## src/rtl/cpu_pkg.sv

```systemverilog
// ----------------------------------------------------------------------------
// cpu_pkg
// Shared CPU definitions used by the fetch sequencer and its neighbours.
//   ADDR_W / INSTR_W : program-counter and instruction widths
//   RESET_PC         : PC value after reset
//   fetch_state_e    : fetch sequencer state encoding (also visible on the
//                      fetch unit's debug port)
//   pc_incr()        : sequential PC advance, wraps modulo 2^ADDR_W
// ----------------------------------------------------------------------------
package cpu_pkg;

   localparam int unsigned ADDR_W  = 16;
   localparam int unsigned INSTR_W = 16;

   localparam logic [ADDR_W-1:0] RESET_PC = 16'h0000;

   typedef enum logic [1:0] {
      FS_ISSUE = 2'd0,
      FS_WAIT  = 2'd1,
      FS_HOLD  = 2'd2
   } fetch_state_e;

   // 0xFFFF + 1 wraps to 0x0000 because the result is ADDR_W bits wide.
   function automatic logic [ADDR_W-1:0] pc_incr(input logic [ADDR_W-1:0] pc);
      return pc + ADDR_W'(1);
   endfunction

endpackage : cpu_pkg

```

## src/rtl/fetch_unit.sv

```systemverilog
// ----------------------------------------------------------------------------
// fetch_unit
// Instruction fetch sequencer. Reads the current PC, issues a single-cycle
// read to synchronous instruction memory, holds the returned instruction for
// decode and drives the PC register's load port for sequential advance and
// branch redirects.
//
// Parameters
//   MEM_LATENCY    cycles from mem_rd to valid mem_rdata, legal range 1..4
//
// Ports
//   clk            system clock, rising edge
//   reset          asynchronous, active-low
//   pc_cur         current PC (output of the PC register)
//   pc_next        value for the PC register to load (0 when pc_load is 0)
//   pc_load        PC load strobe, PC captures pc_next on the same edge
//   mem_addr       instruction memory address (0 when mem_rd is 0)
//   mem_rd         single-cycle read request
//   mem_rdata      read data, valid exactly MEM_LATENCY cycles after mem_rd
//   branch_taken   redirect request from execute
//   branch_target  redirect address
//   halt           suppresses new fetches (ISSUE state only)
//   ir_valid       ir_data / ir_pc hold a valid instruction
//   ir_ready       decode accepts the instruction when high with ir_valid
//   ir_data        fetched instruction
//   ir_pc          address the instruction was fetched from
//   fsm_state_dbg  current sequencer state, for observation only
//
// Decode handshake: an instruction transfers on a rising edge where
// ir_valid=1 and ir_ready=1 and branch_taken=0. Once ir_valid rises, ir_data
// and ir_pc stay stable until that transfer or until a branch discards the
// instruction. ir_valid never depends combinationally on ir_ready.
// ----------------------------------------------------------------------------
module fetch_unit
   import cpu_pkg::*;
#(
   parameter int unsigned MEM_LATENCY = 1
) (
   input  logic               clk,
   input  logic               reset,
   input  logic [ADDR_W-1:0]  pc_cur,
   output logic [ADDR_W-1:0]  pc_next,
   output logic               pc_load,
   output logic [ADDR_W-1:0]  mem_addr,
   output logic               mem_rd,
   input  logic [INSTR_W-1:0] mem_rdata,
   input  logic               branch_taken,
   input  logic [ADDR_W-1:0]  branch_target,
   input  logic               halt,
   output logic               ir_valid,
   input  logic               ir_ready,
   output logic [INSTR_W-1:0] ir_data,
   output logic [ADDR_W-1:0]  ir_pc,
   output fetch_state_e       fsm_state_dbg
);

   // The counter is loaded on issue and the capture happens when it reaches
   // zero in WAIT, so WAIT lasts exactly MEM_LATENCY cycles.
   localparam logic [1:0] LAT_RELOAD = 2'(MEM_LATENCY - 1);

   fetch_state_e       state_q;
   logic [1:0]         cnt_q;
   logic               ir_valid_q;
   logic [INSTR_W-1:0] ir_data_q;
   logic [ADDR_W-1:0]  ir_pc_q;

   // -------------------------------------------------------------------------
   // Combinational memory / PC-load outputs. They are forced to zero while
   // reset is asserted so the PC register and memory see an idle fetch unit
   // immediately, independent of branch_taken or the clock.
   // -------------------------------------------------------------------------
   always_comb begin
      pc_load  = 1'b0;
      pc_next  = '0;
      mem_rd   = 1'b0;
      mem_addr = '0;
      if (reset) begin
         unique case (state_q)
            FS_ISSUE: begin
               // A redirect beats halt: the PC moves even when fetch is halted.
               if (branch_taken) begin
                  pc_load = 1'b1;
                  pc_next = branch_target;
               end else if (!halt) begin
                  mem_rd   = 1'b1;
                  mem_addr = pc_cur;
               end
            end
            FS_WAIT: begin
               if (branch_taken) begin
                  pc_load = 1'b1;
                  pc_next = branch_target;
               end
            end
            FS_HOLD: begin
               // Branch wins over acceptance; the held instruction is dropped.
               if (branch_taken) begin
                  pc_load = 1'b1;
                  pc_next = branch_target;
               end else if (ir_ready) begin
                  pc_load = 1'b1;
                  pc_next = pc_incr(pc_cur);
               end
            end
            default: begin
               pc_load  = 1'b0;
               pc_next  = '0;
               mem_rd   = 1'b0;
               mem_addr = '0;
            end
         endcase
      end
   end

   // -------------------------------------------------------------------------
   // Sequencer state and registered instruction outputs.
   // -------------------------------------------------------------------------
   always_ff @(posedge clk or negedge reset) begin
      if (!reset) begin
         state_q    <= FS_ISSUE;
         cnt_q      <= 2'd0;
         ir_valid_q <= 1'b0;
         ir_data_q  <= '0;
         ir_pc_q    <= RESET_PC;
      end else begin
         unique case (state_q)
            FS_ISSUE: begin
               if (!branch_taken && !halt) begin
                  ir_pc_q <= pc_cur;
                  cnt_q   <= LAT_RELOAD;
                  state_q <= FS_WAIT;
               end
            end
            FS_WAIT: begin
               if (branch_taken) begin
                  // Fetch cancelled: whatever memory returns is never captured.
                  cnt_q   <= 2'd0;
                  state_q <= FS_ISSUE;
               end else if (cnt_q == 2'd0) begin
                  ir_data_q  <= mem_rdata;
                  ir_valid_q <= 1'b1;
                  state_q    <= FS_HOLD;
               end else begin
                  cnt_q <= cnt_q - 2'd1;
               end
            end
            FS_HOLD: begin
               if (branch_taken || ir_ready) begin
                  ir_valid_q <= 1'b0;
                  state_q    <= FS_ISSUE;
               end
            end
            default: begin
               ir_valid_q <= 1'b0;
               cnt_q      <= 2'd0;
               state_q    <= FS_ISSUE;
            end
         endcase
      end
   end

   assign ir_valid      = ir_valid_q;
   assign ir_data       = ir_data_q;
   assign ir_pc         = ir_pc_q;
   assign fsm_state_dbg = state_q;

endmodule : fetch_unit

```

## config.mk

```make
export PLATFORM = sky130hd
export DESIGN_NAME = fetch_unit
export DESIGN_NICKNAME = d
export VERILOG_FILES = /design/src/rtl/cpu_pkg.sv /design/src/rtl/fetch_unit.sv
export SDC_FILE = /design/constraint.sdc
export NUM_CORES = 1
export LEC_CHECK = 0
export BUFFER_PORTS_ARGS = -buffer_cell sky130_fd_sc_hd__clkbuf_2
export CAP_MARGIN = 5
export CORE_MARGIN = 3
export CORE_UTILIZATION = 35
export CTS_CLUSTER_DIAMETER = 30
export DETAILED_ROUTE_END_ITERATION = 8
export MAX_ROUTING_LAYER = met4
export PLACE_DENSITY_LB_ADDON = 0.2
export SYNTH_ARGS = -nofsm -noshare
export SYNTH_HDL_FRONTEND = slang
export SYNTH_SLANG_ARGS = --single-unit
export TNS_END_PERCENT = 10
```

## constraint.sdc

```tcl
create_clock -name clk -period 2.2 [get_ports clk]
set_input_delay 0.44 -clock clk [delete_from_list [all_inputs] [get_ports clk]]
set_output_delay 0.44 -clock clk [all_outputs]
set_load 0.1 [all_outputs]
```

==> results.rst <==
.. list-table::
   :header-rows: 1

   * - Metric
     - Value
   * - Part of the power in registers
     - 22.2%
   * - Largest net degree at the start of global routing
     - 25
   * - Synthesized flop and latch total
     - 37
   * - Area Overhead vs Synth
     - 79.2%
   * - Critical Path AT
     - 1.77 ns
   * - Worst R2R Path Depth
     - 5
   * - Most common library cells after synthesis
     - dfrtp_1, mux2_2, nand2_1
   * - Mean instance size in the synthesized netlist
     - 10.4 um2
   * - Worst relative slew slack
     - 62.6%
   * - Crit path buffers/inverters
     - 2
   * - GRT overflow
     - 0
   * - Maximum fanout count along the critical path
     - 7
   * - Final Core Density
     - 65.1%
   * - Max Transition Viols Final
     - 0
   * - Fraction of synthesized cell area taken by the top area cell type
     - 42.8%
   * - Buffers on Ports
     - 121
   * - Number of enable-type register cells in the synthesized netlist
     - 0
   * - Period utilisation layout
     - 100%
   * - Slack of the worst reg-to-reg path
     - 0.41 ns
   * - Syn nets
     - 263
   * - GRT Total Usage
     - 19.0%
   * - Via density per instance
     - 4.94
   * - Slowest library cell on the worst path
     - nor4_1
   * - Worst hold margin
     - 0.344 ns
   * - Overall via count from detail_route
     - 2,105
   * - Root buffer cell
     - clkbuf_8
   * - Std-Cell Rows
     - 28
   * - Pre-Repair DR Iteration Count
     - 4
   * - Detailed-placement wirelength estimate
     - 5.11 mm
   * - Chip height
     - 84.6 um
   * - I/O pin cnt
     - 122
   * - Clock insertion delay at the later pin of the skew report
     - 0.28 ns
   * - Clock network power share
     - 12.2%
   * - Path type of the worst setup path
     - primary input to output port
   * - Pwr/cell area
     - 1270 nW/um2
   * - Count of antenna diodes in the layout
     - 0
   * - Ratio of cells with drive above 1 in the final layout
     - 63.0%
   * - Aggregate negative setup slack
     - -0.00726 ns
   * - Cell types occupying the most area after synthesis
     - dfrtp_1, mux2_2, and3_1
   * - Outcome
     - complete, but fails checks
   * - DRC marker count from the first detailed-route iteration
     - 66
   * - RSZ-0062 raised after global routing
     - true
   * - Sequential element share of the synthesized area
     - 42.8%
   * - Area leader, netlist
     - dfrtp_1
   * - Endpoints failing hold
     - 0
   * - Remaining DRCs
     - 0
   * - Final setup vio count
     - 1
   * - Clock tree from TritonCTS
     - built
   * - Total detailed-routing wirelength
     - 6.60 mm
   * - Switching power as a share of total power
     - 59.9%
   * - Post-layout worst setup margin
     - -0.00726 ns
   * - Worst path cell trace
     - clkbuf_2, nand4_4, nor4_1, xnor2_1, o21ai_4, buf_12
   * - Number of distinct standard cells referenced by the synthesized netlist
     - 37
   * - Clock-pin slew on the worst setup and hold paths
     - 0.07 ns
   * - Global-route wire length before repair
     - 10.5 mm
   * - Most common cell in the synthesized netlist
     - dfrtp_1
   * - Shortest period the worst path allows
     - 2.21 ns
   * - Worst setup slack before clock tree synthesis
     - 0.00360 ns
   * - Starting Density
     - 36.3%
   * - Die X-Extent
     - 84.6 um
   * - Number of clock sinks seen by CTS
     - 37
   * - Failing checks
     - setup timing
   * - Launch point of the worst reg-to-reg path
     - fsm_state_dbg[0]
   * - Total internal power
     - 0.00197 W
   * - # Max-Cap Violations
     - 0
   * - Placeable core region
     - 5960 um2
   * - Required time of the critical path
     - 1.76 ns
   * - Family of cells with the greatest summed delay on the critical path
     - simple AND/OR/NAND/NOR gates
   * - Vias in the first global route
     - 2,076
   * - Critical Path Sink Type
     - output port
   * - Netlist area before placement
     - 2160 um2
   * - CTS HTree Levels
     - 2
   * - Placer congestion estimate
     - 0.824
   * - Ys Warns
     - 0
   * - Total of hold buffers inserted after clock tree synthesis
     - 0
   * - Max frequency
     - 453 MHz
   * - Initial antenna violation count
     - 0
   * - Gate count after technology mapping
     - 208
   * - Top flip-flop cell by instance count after synthesis
     - dfrtp_1
   * - R2r endpoint
     - ir_pc[14]
   * - Worst Skew
     - 0.00298 ns
   * - Share of synthesized flip-flops with an asynchronous set or reset
     - 100%
   * - Peak supply drop
     - 0.00122 V
   * - Largest incremental delay on the critical path
     - 0.40 ns
   * - Transition time at the pin with the least slew margin
     - 0.563 ns
   * - Floorplan die area
     - 7160 um2
   * - Net count of the finished layout
     - 405
   * - Min-delay worst type
     - primary input to async pin
   * - Routed wire per std cell
     - 15.5 um
   * - NetSw
     - 0.00295 W
   * - Antenna viol nets, final
     - 0
   * - Number of clock buffers inserted by TritonCTS
     - 5
   * - Kind of launch point of the worst setup path
     - primary input
   * - Pleak
     - 1.76 nW
   * - Clock tree buffer depth
     - 2
   * - Portion of total power attributed to combinational logic
     - 65.6%
repair_timing:
action | CTS | global route
gates resized for setup | 1 | 7
pin swaps | 2 | 3
gates cloned | 1 | 0
setup buffers | 7 | 1
endpoints found under the setup margin | 21 | 29
stage by stage:
stage          instances  total power, W  cell area (um2)
2_1_floorplan        208         0.00368             2310
3_3_place_gp         409         0.00427             3590
3_5_place_dp         409         0.00430             3590
4_1_cts              425         0.00495             3830
5_1_grt              426         0.00513             3880
6_report             426         0.00492             3880
power by group through the flow:
stage	sequential, W	combinational, W	clock [W]
5_1_grt	0.00114	0.00333	0.000655
4_1_cts	0.00110	0.00324	0.000616
3_3_place_gp	0.00111	0.00316	0
3_5_place_dp	0.00112	0.00318	0
6_report	0.00110	0.00323	0.000600
2_1_floorplan	0.00299	0.000684	0
cell families (layout without fill, tap and decap cells):
group,count (synthesis),count (layout),share of synthesized area (%)
adders and majority gates,2,2,1.16
buffers and inverters,16,159,4.57
muxes,32,32,16.6
AOI/OAI and AO/OA,22,22,6.30
DFF,37,37,42.8
and+or+nand+nor,85,85,22.9
xor gates and xnor gates,14,14,5.66
worst max path at each step:
stage	startpoint	to	slack [ns]	cells past startpoint
2_1_floorplan	fsm_state_dbg[0]	pc_next[10]	-0.64	4
3_3_place_gp	pc_cur[0]	pc_next[14]	0.10	7
3_5_place_dp	pc_cur[0]	pc_next[14]	0.004	7
4_1_cts	fsm_state_dbg[0]	pc_next[15]	0.002	6
5_1_grt	pc_cur[3]	pc_next[12]	-0.11	6
6_report	pc_cur[3]	pc_next[12]	-0.007	6
cell usage in the layout (no fill, tap or decap), types with 2 or more instances in the layout:
cell type  instances
and3_4             4
nor4_2             2
nand2_1           19
mux2_2            32
clkbuf_2          87
nor2_1             9
o211a_2            2
o21ai_0            2
a22oi_1            2
nor3_1             3
clkbuf_8           6
buf_12            39
dfrtp_1           35
o32ai_1            2
a21oi_1            5
nor2_2             3
nor2_4             2
nor4_4             2
ha_1               2
nand2b_1           3
inv_1              4
xor2_1             4
xnor2_1           10
dfrtp_4            2
buf_4             20
nand3b_1           2
o21ai_4            8
and3_1            13
nand4_1            4
nand3_1            6
sequential cells by signal, summed over array words and instances (netlist names):
signal / flops
ir_data: 16
cnt_q: 2
fsm_state_dbg: 2
ir_valid: 1
ir_pc: 16
per-layer routing:
metal | track usage, % | vias to the layer above | routed length [um]
met5 | - | - | 0
met4 | 6.04 | 0 | 119
met3 | 4.61 | 9 | 525
met2 | 30.7 | 94 | 3190
met1 | 23.4 | 980 | 2770
li1 | - | 1022 | -
final cells by class:
class / instances / area [um2]
Fill cell: 473 / 2080
Timing Repair Buffer: 147 / 1400
Multi-Input combinational cell: 155 / 1320
Sequential cell: 37 / 933
Tap cell: 75 / 93.8
Clock buffer: 6 / 82.6
Clock inverter: 2 / 37.5
Inverter: 4 / 15.0
No activity file was read; power rests on OpenSTA's default activity.
